## src/rtl/usb_ls_receiver_pkg.sv

```systemverilog
// Shared types for the USB low-speed receive path: line states, PIDs and
// receiver FSM states.
package usb_ls_receiver_pkg;

    typedef enum logic [1:0] {
        SE0 = 2'b00,
        J   = 2'b01,
        K   = 2'b10,
        SE1 = 2'b11
    } d_port_t;

    typedef enum logic [3:0] {
        OUT   = 4'b0001,
        IN    = 4'b1001,
        SOF   = 4'b0101,
        SETUP = 4'b1101,
        DATA0 = 4'b0011,
        DATA1 = 4'b1011,
        ACK   = 4'b0010,
        NAK   = 4'b1010,
        STALL = 4'b1110
    } pid_t;

    typedef enum logic [1:0] {
        RX_IDLE,
        RX_SYNC,
        RX_DATA,
        RX_EOP
    } rx_state_t;

    // Six decoded ones in a row force a stuffed zero on the wire.
    localparam logic [2:0] STUFF_ONES = 3'd6;

    // SYNC history seeded so that seven shifted-in zeros are needed to clear it;
    // the K that leaves IDLE already counts as the first zero.
    localparam logic [6:0] SYNC_SEED = 7'b1111110;

    // A PID travels with its ones-complement check nibble in the upper half.
    function automatic logic [7:0] pid_byte(input pid_t p);
        return {~p, p};
    endfunction

endpackage

```

## src/rtl/usb_cdr.sv

```systemverilog
// Clock/data recovery: synchronizes the raw D+/D- pair, re-phases a bit
// counter on every line transition and samples the line mid-bit.
module usb_cdr
    import usb_ls_receiver_pkg::*;
#(
    parameter int CLKS_PER_BIT = 16,
    parameter int SYNC_STAGES  = 2
) (
    input  logic    clk,
    input  logic    reset,
    input  d_port_t d,
    output d_port_t line_state,
    output logic    strobe,
    output d_port_t q
);

    localparam int            CW   = $clog2(CLKS_PER_BIT);
    localparam logic [CW-1:0] MID  = CW'(CLKS_PER_BIT / 2 - 1);
    localparam logic [CW-1:0] LAST = CW'(CLKS_PER_BIT - 1);

    d_port_t       sync_q [SYNC_STAGES];
    d_port_t       sync_d [SYNC_STAGES];
    logic [CW-1:0] phase_q, phase_d;
    d_port_t       q_q, q_d;

    always_comb begin
        sync_d[0] = d;
        for (int i = 1; i < SYNC_STAGES; i++) begin
            sync_d[i] = sync_q[i-1];
        end
    end

    assign line_state = sync_q[SYNC_STAGES-1];
    assign strobe     = (phase_q == MID);
    assign q          = q_q;

    // The reload is taken from the last stage's input so the counter reads 0
    // in the same cycle the new line state first appears.
    always_comb begin
        if (sync_d[SYNC_STAGES-1] != sync_q[SYNC_STAGES-1]) begin
            phase_d = '0;
        end else if (phase_q == LAST) begin
            phase_d = '0;
        end else begin
            phase_d = phase_q + CW'(1);
        end
        q_d = strobe ? line_state : q_q;
    end

    always_ff @(posedge clk) begin
        if (reset) begin
            for (int i = 0; i < SYNC_STAGES; i++) begin
                sync_q[i] <= J;
            end
            phase_q <= '0;
            q_q     <= J;
        end else begin
            for (int i = 0; i < SYNC_STAGES; i++) begin
                sync_q[i] <= sync_d[i];
            end
            phase_q <= phase_d;
            q_q     <= q_d;
        end
    end

endmodule

```

## src/rtl/usb_ls_receiver.sv

```systemverilog
// USB low-speed receive front end: CDR followed by NRZI decode, bit
// unstuffing, SYNC/EOP detection and LSB-first byte assembly.
module usb_ls_receiver
    import usb_ls_receiver_pkg::*;
#(
    parameter int CLKS_PER_BIT = 16,
    parameter int SYNC_STAGES  = 2
) (
    input  logic       clk,
    input  logic       reset,
    input  d_port_t    d,
    output d_port_t    line_state,
    output logic [7:0] data,
    output logic       active,
    output logic       valid,
    output logic       error
);

    logic    strobe;
    d_port_t q;

    usb_cdr #(
        .CLKS_PER_BIT(CLKS_PER_BIT),
        .SYNC_STAGES (SYNC_STAGES)
    ) u_cdr (
        .clk       (clk),
        .reset     (reset),
        .d         (d),
        .line_state(line_state),
        .strobe    (strobe),
        .q         (q)
    );

    rx_state_t  state_q, state_d;
    logic [6:0] sync_sr_q, sync_sr_d;
    logic [2:0] ones_q, ones_d;
    logic [2:0] bit_cnt_q, bit_cnt_d;
    logic [6:0] shift_q, shift_d;
    logic       se0_seen_q, se0_seen_d;
    logic [7:0] data_q, data_d;
    logic       active_q, active_d;
    logic       valid_q, valid_d;
    logic       error_q, error_d;
    logic       nrzi_bit;

    // On a strobe cycle line_state is the sample q is about to take, while q
    // still holds the previous bit's sample.
    assign nrzi_bit = (line_state == q);

    always_comb begin
        state_d    = state_q;
        sync_sr_d  = sync_sr_q;
        ones_d     = ones_q;
        bit_cnt_d  = bit_cnt_q;
        shift_d    = shift_q;
        se0_seen_d = se0_seen_q;
        data_d     = data_q;
        active_d   = active_q;
        valid_d    = 1'b0;
        error_d    = 1'b0;

        if (strobe) begin
            case (state_q)
                RX_IDLE: begin
                    if (line_state == K) begin
                        state_d   = RX_SYNC;
                        sync_sr_d = SYNC_SEED;
                    end
                end

                RX_SYNC: begin
                    if (line_state == SE0) begin
                        state_d = RX_IDLE;
                    end else if (line_state == SE1) begin
                        state_d    = RX_EOP;
                        se0_seen_d = 1'b0;
                        error_d    = 1'b1;
                    end else if (nrzi_bit && sync_sr_q == 7'd0) begin
                        state_d   = RX_DATA;
                        active_d  = 1'b1;
                        ones_d    = 3'd1;
                        bit_cnt_d = 3'd0;
                    end else begin
                        sync_sr_d = {sync_sr_q[5:0], nrzi_bit};
                    end
                end

                RX_DATA: begin
                    if (line_state == SE0) begin
                        state_d    = RX_EOP;
                        se0_seen_d = 1'b1;
                        error_d    = (bit_cnt_q != 3'd0);
                    end else if (line_state == SE1) begin
                        state_d    = RX_EOP;
                        se0_seen_d = 1'b0;
                        error_d    = 1'b1;
                    end else if (ones_q == STUFF_ONES) begin
                        // The bit after six ones must be a stuffed zero.
                        if (nrzi_bit) begin
                            state_d    = RX_EOP;
                            se0_seen_d = 1'b0;
                            error_d    = 1'b1;
                        end else begin
                            ones_d = 3'd0;
                        end
                    end else begin
                        ones_d    = nrzi_bit ? ones_q + 3'd1 : 3'd0;
                        shift_d   = {nrzi_bit, shift_q[6:1]};
                        bit_cnt_d = bit_cnt_q + 3'd1;
                        if (bit_cnt_q == 3'd7) begin
                            data_d  = {nrzi_bit, shift_q};
                            valid_d = 1'b1;
                        end
                    end
                end

                RX_EOP: begin
                    if (line_state == SE0) begin
                        se0_seen_d = 1'b1;
                    end else if (line_state == J && se0_seen_q) begin
                        state_d  = RX_IDLE;
                        active_d = 1'b0;
                    end
                end

                default: begin
                    state_d = RX_IDLE;
                end
            endcase
        end
    end

    always_ff @(posedge clk) begin
        if (reset) begin
            state_q    <= RX_IDLE;
            sync_sr_q  <= '0;
            ones_q     <= '0;
            bit_cnt_q  <= '0;
            shift_q    <= '0;
            se0_seen_q <= 1'b0;
            data_q     <= '0;
            active_q   <= 1'b0;
            valid_q    <= 1'b0;
            error_q    <= 1'b0;
        end else begin
            state_q    <= state_d;
            sync_sr_q  <= sync_sr_d;
            ones_q     <= ones_d;
            bit_cnt_q  <= bit_cnt_d;
            shift_q    <= shift_d;
            se0_seen_q <= se0_seen_d;
            data_q     <= data_d;
            active_q   <= active_d;
            valid_q    <= valid_d;
            error_q    <= error_d;
        end
    end

    assign data   = data_q;
    assign active = active_q;
    assign valid  = valid_q;
    assign error  = error_q;

endmodule

```

## config.mk

```make
export PLATFORM = sky130hd
export DESIGN_NAME = usb_ls_receiver
export DESIGN_NICKNAME = d
export VERILOG_FILES = /design/src/rtl/usb_ls_receiver_pkg.sv /design/src/rtl/usb_cdr.sv /design/src/rtl/usb_ls_receiver.sv
export SDC_FILE = /design/constraint.sdc
export NUM_CORES = 1
export LEC_CHECK = 0
export BUFFER_PORTS_ARGS = -buffer_cell sky130_fd_sc_hd__buf_2
export CORE_MARGIN = 4
export CORE_UTILIZATION = 55
export DETAILED_ROUTE_END_ITERATION = 16
export GPL_ROUTABILITY_DRIVEN = 1
export GPL_TIMING_DRIVEN = 1
export MAX_ROUTING_LAYER = met4
export PLACE_DENSITY = 0.72
export SLEW_MARGIN = 5
export SYNTH_ARGS = -nofsm -noshare
export SYNTH_HDL_FRONTEND = slang
export SYNTH_HIERARCHICAL = 1
export SYNTH_SLANG_ARGS = --single-unit
export TNS_END_PERCENT = 1
```

## constraint.sdc

```tcl
create_clock -name clk -period 5.8 [get_ports clk]
set_clock_uncertainty 0.2 [all_clocks]
set_input_delay 1.16 -clock clk [delete_from_list [all_inputs] [get_ports clk]]
set_output_delay 1.16 -clock clk [all_outputs]
set_load 0.005 [all_outputs]
```

# [Word level (Yosys, flattened, before mapping)]
# Memories as Yosys holds them, arrays and structs flattened.
# Index checks and enable logic that the tools add are counted.
# W data, S select, Z words.
[op_classes] add_sub_neg=3 eq_ne=28 mux=59 bitwise=7 n_reduce_logical=21
[ops] cell="$mux W3" n=14
[ops] cell="$mux W7" n=4
[ops] cell="$mux W2" n=12
[ops] cell="$ne A2 B2 Y1 const B" n=12
[ops] cell="$mux W1" n=22
[ops] cell="$reduce_and A7 Y1" n=3
[ops] cell="$reduce_and A8 Y1" n=2
[ops] cell="$pmux W7 S2" n=1
[ops] cell="$ne A4 B4 Y1 const B" n=3
[ops] cell="$pmux W3 S2" n=2
[ops] cell="$reduce_and A6 Y1" n=2
[ops] cell="$eq A2 B2 Y1 const B" n=4
[ops] cell="$pmux W2 S4" n=1
[ops] cell="$logic_not A7 Y1" n=1
[ops] cell="$add A3 B1 Y3 const B" n=2
[ops] cell="$eq A3 B3 Y1 const B" n=2
[ops] cell="$reduce_bool A2 Y1" n=3
[ops] cell="$reduce_bool A3 Y1" n=2
[ops] cell="$reduce_or A6 Y1" n=1
[ops] cell="$not A1 Y1" n=5
[ops] cell="$reduce_and A5 Y1" n=1
[ops] cell="$add A4 B1 Y4 const B" n=1
[ops] cell="$eq A2 B1 Y1 const B" n=2
[ops] cell="$eq A4 B3 Y1 const B" n=1
[ops] cell="11 further kinds" n=15
[word_totals] regBits=40 ram_bits=4 inputBits=4 output_inout_bits=13 memories=1
[memory_table] memory="u_cdr.sync_q" depth=2 word_bits=2 read_ports=2 rd_clocked_by_memory_dff=0 write_ports=2 line_no="usb_cdr.sv:21" source="d_port_t sync_q [SYNC_STAGES];"

# [Longest topological paths before layout]
# Gate-level depths: netlist of run 1.
[logic_depth] ltp_word=6 depth_mapped=9 mapped_depth_nobuf=8

# [Modules after synthesis]
# Netlist of run 1, hierarchy kept.
[by_module_without_submodules] mod="usb_ls_receiver" n_inst=1 cells_each=193 area_each_um2=1845.5 seq_area_each_um2=680.7
[by_module_without_submodules] mod="usb_cdr" n_inst=1 cells_each=33 area_each_um2=362.8 seq_area_each_um2=200.2

# [Least setup slack after synthesis of run 1]
# No wires, ideal clock.
[synth_timing] path_type="input to register" from="in reset" to="reg error_q (netlist: error)" arrival_ns=1.862 t_required_ns=5.469 setup_slack_ns=3.606 stages=3 cell_sequence="buf_1 -> clkbuf_1 -> nor3_1"
[synth_via] elab_chain_len=1
[synth_lines] item="start, declared" line_no="usb_ls_receiver.sv:10" source="input logic reset,"
[synth_lines] item="$reduce_or A2 Y1 (no line)"
[synth_lines] item="end signal, assigned" line_no="usb_ls_receiver.sv:155" source="error_q <= error_d;"
[synth_lines] item="end, declared" line_no="usb_ls_receiver.sv:43" source="logic error_q, error_d;"
# Every way passes these cells.
# A chain may end at the register's enable or synchronous reset.

==> run_results.csv, run 1 <==
group,metric,value,unit
run_status,status,"complete, no violations",
critical_path,crit_slowest_cell,"nand4_1",
critical_path,critPathMaxFanout,10,
hold_path,min_path_type,"reg -> reg",
layout,antenna_cells,0,
logic_synthesis,yosysTopAreaCellShare,39.9,%
global_route,antenna_found_initial,0,
power_and_ir_drop,p_per_area,212,nW/µm²
logic_synthesis,syn-cell-area,2210,µm²
power_and_ir_drop,leakage,1.08,nW
logic_synthesis,synth_cell_types,55,
logic_synthesis,synth-edff-count,0,
clock_tree,insertion_delay,0.29,ns
die,rows,22,
timing,min_period,2.65,ns
routing,wl_per_cell,13.4,µm
routing,vias,1597,
logic_synthesis,synthArstFlopShare,0,%
layout,regArea,881,µm²
global_route,grt_max_degree,39,
layout,areaGrowthSynthToFinish,8.90,%
timing,slew_violations,0,
logic_synthesis,synth_largest_area_cell,"dfxtp_1",
power_and_ir_drop,vdd_ir_drop_max,0.000157,V
logic_synthesis,synth-seq-area-share,39.9,%
timing,rsz0062_at_grt,"no",
logic_synthesis,ys_top_cells_by_count,"dfxtp_1 (44), nor2_1 (28), ha_1 (16)",
clock_tree,root_buffer,"clkbuf_8",
timing,fin_crit_sh,45.7,%
routing,drt-initial-drc-count,62,
critical_path,cp_common_cell,"nor2_1",
critical_path,critPathMaxStageDelay,0.58,ns
die,die_h,71.4,µm
critical_path,required,5.75,ns
routing,antenna_left,0,
logic_synthesis,synth_most_common_cell,"dfxtp_1",
clock_tree,max-clock-path-buffers,2,
logic_synthesis,synth_nets,246,
timing,max_slew_margin,53.7,%
critical_path,cp-end-kind,"flip-flop",
critical_path,reg2reg_depth,6,
critical_path,cp_top_family,"simple AND/OR/NAND/NOR gates",
clock_tree,cts_sinks,44,
clock_tree,h-tree-depth,2,
clock_tree,cts_inserted_buffers,5,
logic_synthesis,synth-seq-cells,44,
layout,nets,263,
global_route,grt_usage,16.9,%
die,core-area,3770,µm²
routing,drt_wl_total,3910,µm
clock_tree,cts_tree,"built",
layout,drive_gt1_share,21.0,%
layout,multiInputGateArea,1250,µm²
critical_path,timing.rr.start,"u_cdr/sync_q[0][2]",
timing,finalSetupViolations,0,
flow_run,drv_cap,0,
critical_path,cp.buffers_inverters,1,
placement,portBuffers,16,
die,initial_utilization,58.6,%
routing,vias_per_cell,5.49,
hold_path,hold_start,"u_cdr/phase_q[0]",
timing,max_freq,377,MHz
global_route,grt_pass1_vias,1507,
logic_synthesis,ys.flop_type,"dfxtp_1",
global_route,grt.overflow.total,0,
hold_path,min_to,"u_cdr/phase_q[0]",
die,die_area,5090,µm²
timing,finalHoldViolCount,0,
global_route,grt_pass1_wl,6780,µm
timing,tightest_slew,0.695,ns
placement,dp_hpwl,2820,µm
layout,fin_util,63.8,%
clock_tree,cts.clk_slew.worst_paths,0.08,ns
logic_synthesis,avgSynthCellArea,9.77,µm²
placement,gp_congestion,0.840,
hold_path,worstHoldPathCells,1,
critical_path,rr_endpoint,"data[2]",
critical_path,start_kind,"flip-flop",
logic_synthesis,synth_area_leaders,"dfxtp_1 (40%), ha_1 (9.1%), mux2i_1 (6.8%)",
die,fp.dieW,71.4,µm
clock_tree,cts_resized,0,
clock_tree,post_cts_buffers,0,
critical_path,cp.arrival,2.60,ns
routing,first_pass_iters,4,
timing,fin_tns_setup,0,ns
critical_path,worstSetupPathType,"reg -> reg",
layout,fill_cells,323,
die,ios,17,
logic_synthesis,ys_warn_count,6,
clock_tree,ctsHoldBuffers,0,
logic_synthesis,netlist_instances,226,
critical_path,cp_cell_sequence,"inv_1 > ha_1 > nor2_1 > nand4_1 > mux2i_1 > nor2_1",
critical_path,r2r_setup_slack,3.15,ns
routing,drc,0,
cell families after synthesis:
logic type | Yosys count | share of synthesized area (%)
fa+ha+maj | 16 | 9.07
mux | 15 | 6.80
xor+xnor | 6 | 3.06
simple gates | 76 | 19.5
buf+inv | 21 | 3.68
compound gates | 48 | 18.0
flops | 44 | 39.9
layer usage:
metal / part of all wire (%) / vias to the layer above / global-route usage (%)
li1: - / 836 / -
met1: 50 / 736 / 21.4
met5: 0 / - / -
met2: 46 / 21 / 26.6
met3: 3.6 / 4 / 4.63
met4: 0.92 / 0 / 4.38
metrics by stage:
stage / hold slack [ns] / instance area (µm²) / instances / total power [mW] / setup slack, ns
detailed placement: 0.247 / 2320 / 284 / 0.334 / 3.08
finish: 0.263 / 2400 / 291 / 0.510 / 3.15
CTS: 0.262 / 2400 / 291 / 0.517 / 3.13
floorplan: 0.218 / 2210 / 226 / 0.329 / 3.61
global placement: 0.238 / 2320 / 284 / 0.334 / 3.10
global route: 0.292 / 2400 / 291 / 0.532 / 3.02
cell type report:
cell class	count	area share (%)
clock buffers	5	2.86
clock inverters	2	0.520
inverters	15	2.34
multi-input cells	161	51.8
flip-flops and latches	44	36.6
well taps	48	2.50
repair buffers	16	3.33
worst register-to-register path, stage by stage (launching register included):
cell     delay (ns)
dfxtp_1        0.55
inv_1          0.12
ha_1           0.31
nor2_1         0.36
nand4_1        0.58
mux2i_1        0.33
nor2_1         0.06
state kept, by name, summed over array words and instances (netlist names), named ones only:
register	count
active	1
bit_cnt_q	3
data	8
error	1
ones_q	3
se0_seen_q	1
shift_q	7
state_q	1
sync_sr_q	7
u_cdr/phase_q	4
u_cdr/q	2
u_cdr/sync_q	4
valid	1
where the power goes:
part	switching, mW	internal, mW
combinational	0.0133	0.00703
clock	0.102	0.0816
sequential	0.00279	0.304
worst max path at each step:
stage,start,end,cells after the start
after global placement,reset,bit_cnt_q[0],4
after CTS,u_cdr/sync_q[0][2],data[2],6
final,u_cdr/sync_q[0][2],data[2],6
after floorplan,reset,error,3
after detailed placement,reset,bit_cnt_q[2],4
after global routing,u_cdr/sync_q[0][2],data[2],6
cell usage in the layout (no fill, tap or decap), drive strengths merged, types with 2 or more instances in the layout:
master	instances
a211o	4
a21boi	3
a21oi	10
a311oi	3
a31oi	2
and2	5
and3	3
buf	16
clkbuf	5
clkinv	2
dfxtp	44
ha	16
inv	14
mux2i	15
nand2	14
nand2b	2
nand3	6
nand4	3
nand4b	2
nor2	28
nor2b	4
nor3	3
o21ai	7
o221a	6
o31ai	2
or2	2
xnor2	5
No activity file was read; power rests on OpenSTA's default activity.
==> inputs of run 2 (changes only) <==
- ABC_AREA: not set -> 1
- CORE_UTILIZATION: 55 -> 54
- PLACE_DENSITY: 0.72 -> 0.74
- clock period: 5.8 -> 2.3 ns (I/O delays scaled with it)
==> run 2 against run 1 <==
Against the previous run:
- clock-buffer cell count is the same
- fmax increased by 32%
- utilization decreased by 0.83 points
- first-iteration DRC count is 63% higher
- sequential share of layout area is 2.0 points lower
- critical path depth increased by 4
- cell count increased by 36%
- non-clock buffer count rose by 2
- largest power group unchanged
==> run_results.csv, run 2 <==
group,metric,value,unit
logic_synthesis,netlist_instances,328,
power_and_ir_drop,vdd_ir_drop_max,0.000349,V
power_and_ir_drop,leakage,1.22,nW
die,core-area,4060,µm²
power_and_ir_drop,p_per_area,567,nW/µm²
layout,layout_commonest_cell,"nand2_1",
timing,fin_crit_sh,87.6,%
logic_synthesis,synth_largest_area_cell,"dfxtp_1",
logic_synthesis,ys_warn_count,6,
timing,slew_violations,0,
clock_tree,max-clock-path-buffers,2,
timing,rsz0062_at_grt,"no",
routing,wl_per_cell,10.9,µm
timing,finalHoldViolCount,0,
critical_path,crit_path_start,"state_q[0]",
critical_path,timing.rr.start,"state_q[0]",
logic_synthesis,yosysTopAreaCellShare,38.2,%
clock_tree,insertion_delay,0.30,ns
clock_tree,root_buffer,"clkbuf_8",
layout,nets,366,
routing,vias,1937,
timing,max_slew_margin,79.8,%
critical_path,cp.arrival,2.05,ns
critical_path,reg2reg_depth,10,
critical_path,cp-end-kind,"flip-flop",
die,die_h,73.3,µm
critical_path,cp_cell_sequence,"inv_1 > ha_2 > nand4_4 > inv_4 > nand2_4 > inv_2 > nand2_2 > clkinv_2 > nand2_1 > nand2_1",
timing,tightest_slew,0.304,ns
clock_tree,ctsHoldBuffers,0,
clock_tree,h-tree-depth,2,
clock_tree,cts.clk_slew.worst_paths,0.10,ns
layout,antenna_cells,0,
die,die_area,5370,µm²
logic_synthesis,synth_area_leaders,"dfxtp_1 (38%), nand2_1 (14%), ha_1 (8.7%)",
critical_path,critPathMaxStageDelay,0.37,ns
placement,dp_hpwl,3130,µm
timing,fin_tns_setup,0,ns
logic_synthesis,synth_most_common_cell,"nand2_1",
routing,drt_wl_total,4330,µm
logic_synthesis,ys.flop_type,"dfxtp_1",
die,fp.dieW,73.3,µm
logic_synthesis,synthArstFlopShare,0,%
placement,gp_congestion,0.812,
global_route,grt_pass1_vias,1790,
global_route,grt_pass1_wl,7700,µm
logic_synthesis,synth-edff-count,0,
critical_path,crit_end,"data[2]",
logic_synthesis,synth_nets,348,
routing,routed.top_layer,"met4",
timing,max_freq,496,MHz
layout,final_area,2550,µm²
die,rows,23,
layout,areaGrowthSynthToFinish,10.9,%
layout,drive_gt1_share,17.0,%
logic_synthesis,synth-seq-area-share,38.2,%
routing,met2WireLength,1980,µm
layout,largest_reg_flops,8,
die,ios,17,
critical_path,critPathMaxFanout,12,
timing,min_period,2.01,ns
critical_path,worstSetupPathType,"reg -> reg",
logic_synthesis,ys_top_cells_by_count,"nand2_1 (84), nor2_1 (52), dfxtp_1 (44)",
clock_tree,cts_tree,"built",
timing,finalSetupViolations,0,
critical_path,start_kind,"flip-flop",
layout,final_cell_mix,"nand2_1 (84), nor2_1 (52), dfxtp_1 (42), inv_1 (37), nand3_1 (19)",
logic_synthesis,synth-seq-cells,44,
routing,first_pass_iters,4,
critical_path,crit_slowest_cell,"dfxtp_1",
timing,whs,0.148,ns
routing,wl_met1,2180,µm
placement,placed_cell_area,2430,µm²
clock_tree,cts_inserted_buffers,5,
placement,dp.cells,389,
critical_path,r2r_setup_slack,0.29,ns
critical_path,cp.depth,10,
global_route,antenna_found_initial,0,
placement,portBuffers,16,
routing,vias_per_cell,4.88,
routing,antenna_left,0,
logic_synthesis,synth_cell_types,32,
layout,final_cells,397,
hold_path,min_path_type,"in -> reg",
routing,drt-initial-drc-count,101,
routing,met3_wirelength,141,µm
logic_synthesis,syn-cell-area,2300,µm²
run_status,status,"complete, no violations",
die,initial_utilization,56.8,%
clock_tree,cts_sinks,44,
logic_synthesis,avgSynthCellArea,7.02,µm²
critical_path,cp.buffers_inverters,4,
global_route,grt.overflow.total,0,
routing,drc,0,
critical_path,cp_top_family,"simple AND/OR/NAND/NOR gates",
critical_path,required,2.33,ns
critical_path,cp_common_cell,"nand2_1",
global_route,grt_usage,18.4,%
flow_run,drv_cap,0,
critical_path,rr_endpoint,"data[2]",
global_route,grt_max_degree,26,
## run 2: cell types whose count changed after synthesis, moves of 4 or more
cell     previous run  this run
nand2_1            12        84
nor2_1             28        52
inv_1              14        37
mux2i_1            15         0
nand3_1             6        19
inv_2               0         7
o21ai_0             4        10
o221a_2             6         0
nand2_2             2         7
a21oi_1             9        13
and2_1              4         0
nor2b_1             4         0
## run 2: report_power, final
group          switching [mW]  internal, mW  leakage (nW)
Sequential            0.00639         0.767         0.356
Combinational          0.0416        0.0228         0.807
Clock                   0.281         0.328        0.0548
## run 2: worst reg2reg max path, delay by kind of cell, from the launching register on
family                     cells  cell delay [ns]
and+or+nand+nor                5             0.54
DFF                            1             0.37
buffers and inverters          4             0.47
adders and majority gates      1             0.36
## run 2: layout make-up
class,count,area [µm²]
fill,375,1500
multi-input combinational,230,1200
sequential,44,883
inverter,47,181
timing repair buffer,18,108
clock buffer,5,68.8
tap,50,62.6
clock inverter,3,46.3
## run 2: timing repair
action | in CTS | in global routing
buffers inserted | 0 | 0
resized for setup | 0 | 3
setup endpoints to repair | 0 | 4
## run 2: layer usage
| metal | vias to the layer above | GRT usage, % |
|---|---|---|
| li1 | 1051 | - |
| met3 | 4 | 3.69 |
| met4 | 0 | 3.62 |
| met2 | 27 | 30.8 |
| met5 | - | - |
| met1 | 855 | 23.2 |
## run 2: cells by family after synthesis
| family | share of synthesized area (%) |
|---|---|
| AO/OA/AOI/OAI | 7.66 |
| XOR/XNOR | 0.380 |
| adder cells (fa/ha/maj) | 8.69 |
| buffers and inverters | 9.61 |
| flip-flops | 38.2 |
| AND/OR/NAND/NOR | 35.4 |
## run 2: how the worst min path moves through the flow
stage | startpoint | depth (start not counted) | endpoint | slack [ns]
floorplan | u_cdr/sync_q[0][0] | 2 | u_cdr/sync_q[0][2] | 0.22
global placement | u_cdr/sync_q[0][0] | 2 | u_cdr/sync_q[0][2] | 0.23
detailed placement | u_cdr/sync_q[0][0] | 2 | u_cdr/sync_q[0][2] | 0.24
CTS | d[0] | 2 | u_cdr/sync_q[0][0] | 0.14
global route | d[0] | 2 | u_cdr/sync_q[0][0] | 0.14
finish | d[0] | 2 | u_cdr/sync_q[0][0] | 0.15
## run 2: metrics by stage
step                util [%]  total power [mW]  setup WS (ns)
finish                  62.9              1.45          0.285
global route            62.9              1.50         0.0657
CTS                     62.8              1.46          0.137
detailed placement      60.0             0.856          0.213
global placement        60.0             0.855          0.243
floorplan                  -             0.836          0.491
